<file path="config.mk">
export PLATFORM = sky130hd
export DESIGN_NAME = level_meter_decoder
export DESIGN_NICKNAME = d
export VERILOG_FILES = /design/src/rtl/level_meter_decoder.sv
export SDC_FILE = /design/constraint.sdc
export NUM_CORES = 1
export LEC_CHECK = 0
export CAP_MARGIN = 25
export CORE_ASPECT_RATIO = 0.8
export CORE_MARGIN = 5
export CORE_UTILIZATION = 43
export CTS_CLUSTER_DIAMETER = 150
export DETAILED_ROUTE_END_ITERATION = 6
export DONT_BUFFER_PORTS = 1
export GPL_TIMING_DRIVEN = 0
export PLACE_DENSITY_LB_ADDON = 0.12
export SETUP_SLACK_MARGIN = 0.3
export SLEW_MARGIN = 30
export SYNTH_ARGS = -nofsm -noshare
export SYNTH_HDL_FRONTEND = slang
export SYNTH_SLANG_ARGS = --single-unit
</file>
<file path="constraint.sdc">
create_clock -name clk -period 5.3 [get_ports clk]
set_input_delay 1.59 -clock clk [delete_from_list [all_inputs] [get_ports clk]]
set_output_delay 1.59 -clock clk [all_outputs]
set_load 0.02 [all_outputs]
</file>
<file path="src/rtl/level_meter_decoder.sv">
// Level meter: averages |sample| over 2^AVG_LOG2 valid beats and drives an LED dot/bar display.
// Latency: 2 clk edges from the last sample of a window to led_out, with a level_valid pulse on that cycle.
// Backpressure: none; there is no tready and every valid beat is consumed.
//
// Ports:
//   clk, rst          clock and synchronous active-low reset (led_out = all ones while in reset)
//   S_AXIS_tdata      sample, signed two's complement in bits [W-1:0], W = ADC_WIDTH-BIT_OFFSET
//   S_AXIS_tvalid     sample valid
//   mode              0 = dot, 1 = bar
//   led_out           registered LED pattern
//   level_valid       one-cycle pulse when led_out first shows a new window result
// Optional feature: define LEVEL_METER_PEAK_HOLD_EN to add the decaying peak-hold LED.
module level_meter_decoder #(
  parameter int ADC_WIDTH        = 14,
  parameter int AXIS_TDATA_WIDTH = 32,
  parameter int BIT_OFFSET       = 0,
  parameter int LED_COUNT        = 8,
  parameter int AVG_LOG2         = 4,
  parameter int HOLD_CYCLES      = 125000000
) (
  input  logic                        clk,
  input  logic                        rst,
  input  logic [AXIS_TDATA_WIDTH-1:0] S_AXIS_tdata,
  input  logic                        S_AXIS_tvalid,
  input  logic                        mode,
  output logic [LED_COUNT-1:0]        led_out,
  output logic                        level_valid
);

  localparam int W     = ADC_WIDTH - BIT_OFFSET;
  localparam int MAG_W = W - 1;
  localparam int L     = $clog2(LED_COUNT);
  localparam int ACC_W = MAG_W + AVG_LOG2;
  // A zero-width counter is not legal; with AVG_LOG2 = 0 a 1-bit counter
  // pinned at 0 makes every valid beat the end of a window.
  localparam int                CNT_W    = (AVG_LOG2 > 0) ? AVG_LOG2 : 1;
  localparam logic [CNT_W-1:0]  CNT_LAST = CNT_W'((1 << AVG_LOG2) - 1);

  logic [W-1:0]     sample;
  logic [MAG_W-1:0] mag;
  logic [ACC_W-1:0] acc_r;
  logic [ACC_W-1:0] acc_sum;
  logic [CNT_W-1:0] cnt_r;
  logic [L-1:0]     idx_r;
  logic [L-1:0]     idx_new;
  logic             win_last;
  logic             win_done;
  logic             upd_r;
  logic [LED_COUNT-1:0] pattern;
  logic [LED_COUNT-1:0] led_next;

  assign sample = S_AXIS_tdata[W-1:0];

  generate
    if (AXIS_TDATA_WIDTH > W) begin : g_unused_tdata
      logic unused_tdata;
      assign unused_tdata = ^S_AXIS_tdata[AXIS_TDATA_WIDTH-1:W];
    end
  endgenerate

  // |sample| in W-1 bits. Only the low bits are negated: for any negative
  // code other than the most negative one the result fits in W-1 bits, and
  // the most negative code (low bits all zero) saturates to full scale.
  always_comb begin
    mag = sample[MAG_W-1:0];
    if (sample[W-1]) begin
      if (sample[MAG_W-1:0] == '0) begin
        mag = '1;
      end else begin
        mag = ~sample[MAG_W-1:0] + MAG_W'(1);
      end
    end
  end

  // The wrapping sample is folded into the sum that produces the result, so
  // windows are back-to-back with no lost beat.
  assign acc_sum  = acc_r + ACC_W'(mag);
  assign win_last = (cnt_r == CNT_LAST);
  assign win_done = S_AXIS_tvalid && win_last;
  // Top L bits of the average: (sum >> AVG_LOG2)[W-2 -: L] is the same as
  // the top L bits of the sum itself.
  assign idx_new  = acc_sum[ACC_W-1 -: L];

  always_ff @(posedge clk) begin
    if (!rst) begin
      acc_r <= '0;
      cnt_r <= '0;
      idx_r <= '0;
      upd_r <= 1'b0;
    end else begin
      upd_r <= win_done;
      if (S_AXIS_tvalid) begin
        if (win_last) begin
          cnt_r <= '0;
          acc_r <= '0;
          idx_r <= idx_new;
        end else begin
          cnt_r <= cnt_r + CNT_W'(1);
          acc_r <= acc_sum;
        end
      end
    end
  end

  // Dot lights only LED idx_r; bar lights LED0 through LED idx_r.
  always_comb begin
    pattern = '0;
    for (int i = 0; i < LED_COUNT; i++) begin
      if (mode) begin
        pattern[i] = (L'(i) <= idx_r);
      end else begin
        pattern[i] = (L'(i) == idx_r);
      end
    end
  end

`ifdef LEVEL_METER_PEAK_HOLD_EN
  localparam int               HOLD_W      = (HOLD_CYCLES > 1) ? $clog2(HOLD_CYCLES) : 1;
  localparam logic [HOLD_W-1:0] HOLD_RELOAD = HOLD_W'(HOLD_CYCLES - 1);

  logic [L-1:0]      peak_r;
  logic [HOLD_W-1:0] hold_r;

  // A new result at or above the peak captures it and restarts the hold.
  // Otherwise the hold runs down, then the peak steps toward the current
  // level one LED per hold period and stops once it meets it.
  always_ff @(posedge clk) begin
    if (!rst) begin
      peak_r <= '0;
      hold_r <= '0;
    end else if (win_done && (idx_new >= peak_r)) begin
      peak_r <= idx_new;
      hold_r <= HOLD_RELOAD;
    end else if (hold_r != '0) begin
      hold_r <= hold_r - HOLD_W'(1);
    end else if (peak_r > idx_r) begin
      peak_r <= peak_r - L'(1);
      hold_r <= HOLD_RELOAD;
    end
  end

  assign led_next = pattern | (LED_COUNT'(1) << peak_r);
`else
  assign led_next = pattern;
`endif

  // Reset holds every LED on as a lamp test.
  always_ff @(posedge clk) begin
    if (!rst) begin
      led_out     <= '1;
      level_valid <= 1'b0;
    end else begin
      led_out     <= led_next;
      level_valid <= upd_r;
    end
  end

endmodule

</file>
==> results of run 1 <==
kinds of logic (layout without fill, tap and decap cells):
family | after synthesis | after routing
flops | 34 | 34
compound gates | 95 | 95
xor+xnor | 14 | 14
buf+inv | 21 | 31
mux | 4 | 4
fa+ha+maj | 18 | 18
simple gates | 117 | 117
repair_timing:
item | CTS | global route
endpoints found under the setup margin | 0 | 10
resized for setup | 0 | 5
setup buffers | 0 | 2
through the flow:
stage | setup WS [ps] | hold WS, ps | util [%] | cells | area (um^2)
floorplan | 530 | 412 | - | 303 | 2360
global placement | 123 | 424 | 45.4 | 368 | 2440
detailed placement | 86.2 | 428 | 45.4 | 368 | 2440
CTS | 394 | 444 | 47.4 | 376 | 2550
global route | 310 | 484 | 48.2 | 378 | 2590
finish | 516 | 436 | 48.2 | 378 | 2590
worst max-delay path, delay by kind of cell:
family | cells | cell delay, ps
compound gates | 5 | 1150
simple gates | 4 | 1350
buf+inv | 2 | 200
fa+ha+maj | 2 | 500
xor+xnor | 1 | 180
cell usage after synthesis, types with 2 or more instances:
master                     number  share of area, %
sky130_fd_sc_hd__a22oi_1        2              0.64
sky130_fd_sc_hd__xor2_1         5               1.9
sky130_fd_sc_hd__a211oi_1       2              0.64
sky130_fd_sc_hd__nand4_1        6               1.6
sky130_fd_sc_hd__nand3_1        7               1.5
sky130_fd_sc_hd__dfxtp_1       34                29
sky130_fd_sc_hd__inv_1          5              0.80
sky130_fd_sc_hd__a21o_1         6               1.9
sky130_fd_sc_hd__o21ai_0       23               4.9
sky130_fd_sc_hd__clkbuf_1      14               2.2
sky130_fd_sc_hd__o21bai_1       3              0.95
sky130_fd_sc_hd__a22o_1         5               1.9
sky130_fd_sc_hd__a21oi_1       18               3.8
sky130_fd_sc_hd__nor2_1        18               2.9
sky130_fd_sc_hd__xnor2_1        9               3.3
sky130_fd_sc_hd__or3_1          3              0.80
sky130_fd_sc_hd__nand2_1       48               7.6
sky130_fd_sc_hd__and2_1        11               2.9
sky130_fd_sc_hd__and3_1         2              0.53
sky130_fd_sc_hd__ha_1          17               9.0
sky130_fd_sc_hd__nor3_1         4              0.85
sky130_fd_sc_hd__or2_2          2              0.53
sky130_fd_sc_hd__nand3b_1       2              0.64
sky130_fd_sc_hd__nor2b_1        7               1.9
sky130_fd_sc_hd__o311ai_0       2              0.74
sky130_fd_sc_hd__mux2i_1        3               1.3
sky130_fd_sc_hd__o22a_1         2              0.74
sky130_fd_sc_hd__a31oi_1        7               1.9
sky130_fd_sc_hd__o21ai_1       13               2.8
cell type report:
| class | count | share of cell area [%] |
|---|---|---|
| Multi-Input combinational cell | 248 | 62.3 |
| Sequential cell | 34 | 26.3 |
| Tap cell | 65 | 3.14 |
| Buffer | 16 | 2.75 |
| Clock buffer | 5 | 2.66 |
| Clock inverter | 3 | 1.55 |
| Inverter | 5 | 0.725 |
| Timing Repair Buffer | 2 | 0.580 |
metal layers:
layer	vias up	share of wire [%]
met5	-	0
met4	0	0.65
met3	2	3.2
met2	19	41
met1	954	55
li1	1109	-
worst max-delay path by stage:
stage               startpoint        end  depth (start not counted)
2_1_floorplan  S_AXIS_tdata[0]  acc_r[13]                         14
3_3_place_gp   S_AXIS_tdata[0]  acc_r[13]                         14
3_5_place_dp   S_AXIS_tdata[0]  acc_r[16]                         16
4_1_cts        S_AXIS_tdata[0]  acc_r[16]                         16
5_1_grt        S_AXIS_tdata[0]  acc_r[14]                         16
6_report       S_AXIS_tdata[0]  acc_r[13]                         14
state kept, by name (all words and copies together) (netlist names):
register     count
idx_r            3
level_valid      1
upd_r            1
led_out          8
cnt_r            4
acc_r           17
power groups by stage:
stage | sequential [mW] | combinational, mW | clock (mW)
floorplan | 0.299 | 0.175 | 0
global placement | 0.304 | 0.213 | 0
detailed placement | 0.304 | 0.213 | 0
CTS | 0.298 | 0.215 | 0.243
global route | 0.301 | 0.250 | 0.255
finish | 0.298 | 0.220 | 0.235
==> summary.md, run 1 <==
| Metric | Value |
|---|---|
| Outcome | `completed` |
| Detailed placer's ending HPWL | `between 4000 and 5000 um` |
| Relative max-transition margin | `around 66%` |
| Part of the Yosys area used for sequential elements | `28.8%` |
| Count of mapped cells out of synthesis | `303` |
| Net count of the mapped netlist | `357` |
| Met3 Track Usage GR | `under 10%` |
| Via count of the first global-routing pass | `about 2,000` |
| Global-route wire length before repair | `9650 um` |
| Setup Skew | `10.4 ps` |
| Pleak | `1.08 nW` |
| Portion of total power attributed to the clock network | `31.2%` |
| Unrepaired setup endpoints after global routing | `no` |
| Share of synthesized registers carrying an async set or reset | `0%` |
| Adder-Cell Fraction of Synth Area | `9.86%` |
| Port Buf Inserts | `0` |
| Combinational family with the most area after synthesis | `simple AND/OR/NAND/NOR gates` |
| Most frequent cells in the layout | `48 x sky130_fd_sc_hd__nand2_1, 34 x sky130_fd_sc_hd__dfxtp_1, 23 x sky130_fd_sc_hd__o21ai_0` |
| Power Density | `291 mW/mm^2` |
| Area overhead of the layout relative to synthesis | `9.70%` |
| Worst setup slack for register-to-register paths | `around 3000 ps` |
| Cell repeated most along the worst path | `sky130_fd_sc_hd__ha_1` |
| Crit path launch type | `input pin` |
| Clock slew seen by the registers of the worst setup and hold paths | `60 ps` |
| Hold Path Cell Cnt | `1` |
| Fraction of power spent switching nets | `between 30% and 40%` |
| Synth Area in Compound Gates | `between 20 and 30%` |
| Total net switching power | `0.242 mW` |
| Overall via count from detail_route | `2,084` |
| Flip-flop and latch count after synthesis | `34` |
| Post-Synthesis Cell Area | `0.00236 mm^2` |
| Count of endpoints failing setup in the final report | `0` |
| Number of clock sinks | `34` |
| CP Class | `input pin to flop` |
| Main synth FF type | `sky130_fd_sc_hd__dfxtp_1` |
| Total power after layout | `0.752 mW` |
| Cell-internal power | `about 0.51 mW` |
| Drt first pass iters | `4` |
| Antenna viol nets, final | `0` |
| Startpoint of the lowest-slack hold path | `upd_r` |
| Critical Path RT | `5480 ps` |
| FF-to-FF Start | `acc_r[0]` |
| Total number of placement rows | `24` |
| Die area | `0.00708 mm^2` |
| Routing usage on met2 | `roughly 23%` |
| Global routing's busiest layer | `met1` |
| Met1 global-route usage | `25.7%` |
| Count of endpoints failing hold in the final timing report | `0` |
| Total wire length | `about 5500 um` |
| Final-stage net count | `roughly 370` |
| Critical path capture point type | `flop` |
| Clock latency of the later-clocked register in the worst-skew pair | `just under 300 ps` |
| Highest ir drop seen on vdd | `160 uV` |
| Initial Utilization | `a little over two fifths` |
| Terminating pin of the worst hold path | `level_valid` |
| Multiplexer area fraction after synthesis | `under 10%` |
| Kind of path behind the tightest hold check | `flop to flop` |
| Clock tree from TritonCTS | `built` |
| Number of top-level pins | `45` |
| Crit-path max FO | `6` |
| Sum of overflow across all layers after global routing | `0` |
| Final critical delay including setup and external delays | `4780 ps` |
| Chip Height | `76.3 um` |
| Core area | `0.00538 mm^2` |
| Width of the die | `just over 90 um` |
| Post-synthesis simple-gate area fraction | `25.3%` |
| Post-DR vias/cell | `5.51` |
| Number of buffers created by CTS | `5` |
| Gr usage total | `about 17%` |
| RR Endpoint | `acc_r[14]` |
| Drt initial violations | `102` |
| EDFF count, synth | `0` |
| Share of cells above drive strength 1 | `7.35%` |
| Inserted Diodes | `0` |
| Max Freq | `209 MHz` |
| Clock root buffer master | `sky130_fd_sc_hd__clkbuf_8` |
| Combinational Power Share | `between 20% and 30%` |
| Netlist cell types | `between 50 and 60` |
| Number of buffers on the longest clock path | `2` |
| Period utilization | `approximately nine tenths` |
| Area occupied by multi-input gates | `0.00161 mm^2` |
| Clock H-tree levels | `2` |
| Ordered list of cells on the worst path | `inv_1 > ha_1 > or3b_4 > nand4bb_4 > or4_4 > buf_6 > a31oi_1 > ha_1 > a211oi_1 > o21bai_1 > a21oi_2 > o32ai_1 > xor2_1 > and3_1` |
| Transition at the pin with the smallest max-transition slack | `507 ps` |
| Worst stage delay on the critical path | `460 ps` |
| Leading cell type in the layout, fill and taps excluded | `sky130_fd_sc_hd__nand2_1` |
| Sequential share of power | `between 30% and 40%` |
| Worst-case reg-to-reg path depth | `8` |
| Flip-flop and latch area | `681 um^2` |
| Count of max-cap constraint violations | `0` |
| Synthesized area per cell | `7.79 um^2` |
| Synthesis warning total | `0` |
| Pins over their slew limit | `0` |
| Data arrival time of the worst path | `4960 ps` |
| Routed length per placed instance | `14.7 um` |
| Critical-path cell with the highest stage delay | `sky130_fd_sc_hd__or4_4` |
| Xor and xnor fraction of the mapped netlist area | `5.20%` |
| Number of design rule violations left after detail routing | `0` |
| Fillers | `around 550` |
| Number of antenna violations at the first check in global routing | `0` |
| Final Wtd Congestion | `between 0.8 and 0.9` |
| CTS Hold Buffers Added | `0` |
| Final-layout setup total negative slack | `0 ps` |
| Pin count of the biggest net entering global routing | `12` |
Power figures use the tool's default switching activity.
==> run 2, diff against run 1 <==
Settings changed: CAP_MARGIN 25 to not set.
==> results of run 2 <==
Same layout as run 1: the final DEF is identical, and so are final timing and power.
==> run 3, diff against run 2 <==
Settings changed: ABC_AREA set to 0, CORE_UTILIZATION 43 to 55.
==> summary.md, run 3 (synthesis results as in run 1) <==
| Metric | Value |
|---|---|
| CTS Hold Buffers Added | `0 (unchanged)` |
| Unrepaired setup endpoints after global routing | `no (unchanged)` |
| Final-layout setup total negative slack | `0 ps (unchanged)` |
| Final-stage net count | `364 (was 366)` |
| Worst Hold Margin | `442 ps (was 436 ps)` |
| Count of endpoints failing hold in the final timing report | `0 (unchanged)` |
| Overall via count from detail_route | `2,113 (was 2,084)` |
| Critical path capture point type | `flop (unchanged)` |
| Gr usage total | `19.0% (was 16.8%)` |
| Crit-path max FO | `6 (unchanged)` |
| Chip Height | `68.6 um (was 76.3 um)` |
| Transition at the pin with the smallest max-transition slack | `494 ps (was 507 ps)` |
| Outcome | `completed (unchanged)` |
| Final critical delay including setup and external delays | `4730 ps (was 4780 ps)` |
| Setup Skew | `5.53 ps (was 10.4 ps)` |
| Number of design rule violations left after detail routing | `0 (unchanged)` |
| Highest ir drop seen on vdd | `201 uV (was 160 uV)` |
| Antenna viol nets, final | `0 (unchanged)` |
| Final core occ | `60.8% (was 48.2%)` |
| Clock slew seen by the registers of the worst setup and hold paths | `70 ps (was 60 ps)` |
| Clock tree from TritonCTS | `built (unchanged)` |
| CP Class | `input pin to flop (unchanged)` |
| Critical Path RT | `5480 ps (about the same)` |
| Power Density | `281 mW/mm^2 (was 291 mW/mm^2)` |
| Area overhead of the layout relative to synthesis | `7.58% (was 9.70%)` |
| Period utilization | `89.2% (was 90.3%)` |
| Via count of the first global-routing pass | `1,921 (was 1,962)` |
| Critical-path cell with the highest stage delay | `sky130_fd_sc_hd__or4_4 (unchanged)` |
| Width of the die | `83.2 um (was 92.8 um)` |
| Inserted Diodes | `0 (unchanged)` |
| Final Wtd Congestion | `0.916 (was 0.812)` |
| Fillers | `393 (was 546)` |
| Max Freq | `212 MHz (was 209 MHz)` |
| Core area | `0.00418 mm^2 (was 0.00538 mm^2)` |
| Total number of placement rows | `21 (was 24)` |
| Total wire length | `5090 um (was 5550 um)` |
| Placed inst area | `0.00243 mm^2 (was 0.00244 mm^2)` |
| Clock latency of the later-clocked register in the worst-skew pair | `290 ps (about the same)` |
| Detailed placer's ending HPWL | `3950 um (was 4160 um)` |
| Initial Utilization | `56.5% (was 43.9%)` |
| Number of buffers on the longest clock path | `2 (unchanged)` |
| Hold Path Cell Cnt | `1 (unchanged)` |
| Worst-case reg-to-reg path depth | `8 (unchanged)` |
| Drt first pass iters | `5 (was 4)` |
| Die area | `0.00571 mm^2 (was 0.00708 mm^2)` |
| Routed length per placed instance | `13.8 um (was 14.7 um)` |
| Leading cell type in the layout, fill and taps excluded | `sky130_fd_sc_hd__nand2_1 (unchanged)` |
| Data arrival time of the worst path | `4910 ps (was 4960 ps)` |
| Cell class contributing the biggest share of worst-path delay | `compound AO/OA/AOI/OAI gates (was simple AND/OR/NAND/NOR gates)` |
| Number of buffers created by CTS | `5 (unchanged)` |
| Global-route wire length before repair | `8870 um (was 9650 um)` |
| Number of clock sinks | `34 (unchanged)` |
| Count of max-cap constraint violations | `0 (unchanged)` |
| Top register by number of flip-flops | `acc_r (unchanged)` |
| Pin count of the biggest net entering global routing | `11 (was 12)` |
| Total power after layout | `0.713 mW (was 0.752 mW)` |
| Port Buf Inserts | `0 (unchanged)` |
| Drt initial violations | `149 (was 102)` |
| Flip-flop count of the largest register after layout | `17 (unchanged)` |
| Most frequent cells in the layout | `48 x sky130_fd_sc_hd__nand2_1, 34 x sky130_fd_sc_hd__dfxtp_1, 23 x sky130_fd_sc_hd__o21ai_0 (unchanged)` |
| Number of antenna violations at the first check in global routing | `0 (unchanged)` |
| Clock root buffer master | `sky130_fd_sc_hd__clkbuf_8 (unchanged)` |
| Top flop regs | `acc_r: 17 flops, led_out: 8 flops, cnt_r: 4 flops (unchanged)` |
| Ordered list of cells on the worst path | `inv_1 > ha_1 > or3b_4 > nand4bb_4 > or4_4 > buf_6 > a31oi_1 > ha_1 > a211oi_1 > nor2_1 > o21ai_1 > o41a_1 > nor2_1 > o22a_1 (was inv_1 > ha_1 > or3b_4 > nand4bb_4 > or4_4 > buf_6 > a31oi_1 > ha_1 > a211oi_1 > o21bai_1 > a21oi_2 > o32ai_1 > xor2_1 > and3_1)` |
| Pleak | `1.06 nW (was 1.08 nW)` |
| Worst Path Buf+Inv | `2 (unchanged)` |
| Number of top-level pins | `45 (unchanged)` |
| Relative max-transition margin | `67.0% (was 66.2%)` |
| Post-DR vias/cell | `5.74 (was 5.51)` |
| Pins over their slew limit | `0 (unchanged)` |
| Share of cells above drive strength 1 | `5.79% (was 7.35%)` |
| Post-route design area | `0.00254 mm^2 (was 0.00259 mm^2)` |
| Number of cells on the critical path | `14 (unchanged)` |
| Sum of overflow across all layers after global routing | `0 (unchanged)` |
| Crit path launch type | `input pin (unchanged)` |
| Worst stage delay on the critical path | `440 ps (was 460 ps)` |
| Kind of path behind the tightest hold check | `flop to flop (unchanged)` |
| Count of endpoints failing setup in the final report | `0 (unchanged)` |
| Clock H-tree levels | `2 (unchanged)` |
## run 3: final timing paths
path | endpoint | start | slack [ps]
min | level_valid | upd_r | 440
max | acc_r[15] | S_AXIS_tdata[0] | 570
min reg2reg | level_valid | upd_r | 440
max reg2reg | acc_r[14] | acc_r[0] | 3050
## run 3: area by class of cell
cell class	count	area, um^2	share of cell area (%)
clock inverters	1	5.00	0.197
multi-input cells	248	1610	63.2
inverters	5	18.8	0.739
clock buffers	7	86.3	3.40
well taps	57	71.3	2.81
flip-flops and latches	34	681	26.8
plain buffers	16	71.3	2.81
## run 3: metal layers
layer	wire length (um)	track usage, %	vias to the layer above
met2	2100	30.5	55
met4	38	4.29	0
met5	0	0	-
met1	2610	26.5	940
met3	334	4.04	5
li1	-	-	1113
## run 3: per-stage QoR
| stage | std cells | worst slack, ps |
|---|---|---|
| after floorplan | 303 | 530 |
| after CTS | 368 | 504 |
| after detailed placement | 360 | 203 |
| after global placement | 360 | 191 |
| final | 368 | 574 |
| after global routing | 368 | 333 |
## run 3: repair_timing
| action | in CTS | in global routing |
|---|---|---|
| setup buffers | 0 | 0 |
| resized for setup | 0 | 3 |
| setup endpoints to repair | 0 | 4 |
## run 3: power by group
group          switching, mW  internal, mW  leakage, nW
sequential            0.0207         0.278        0.280
clock                 0.0943         0.105       0.0482
combinational          0.122        0.0936        0.729
total                  0.237         0.476         1.06
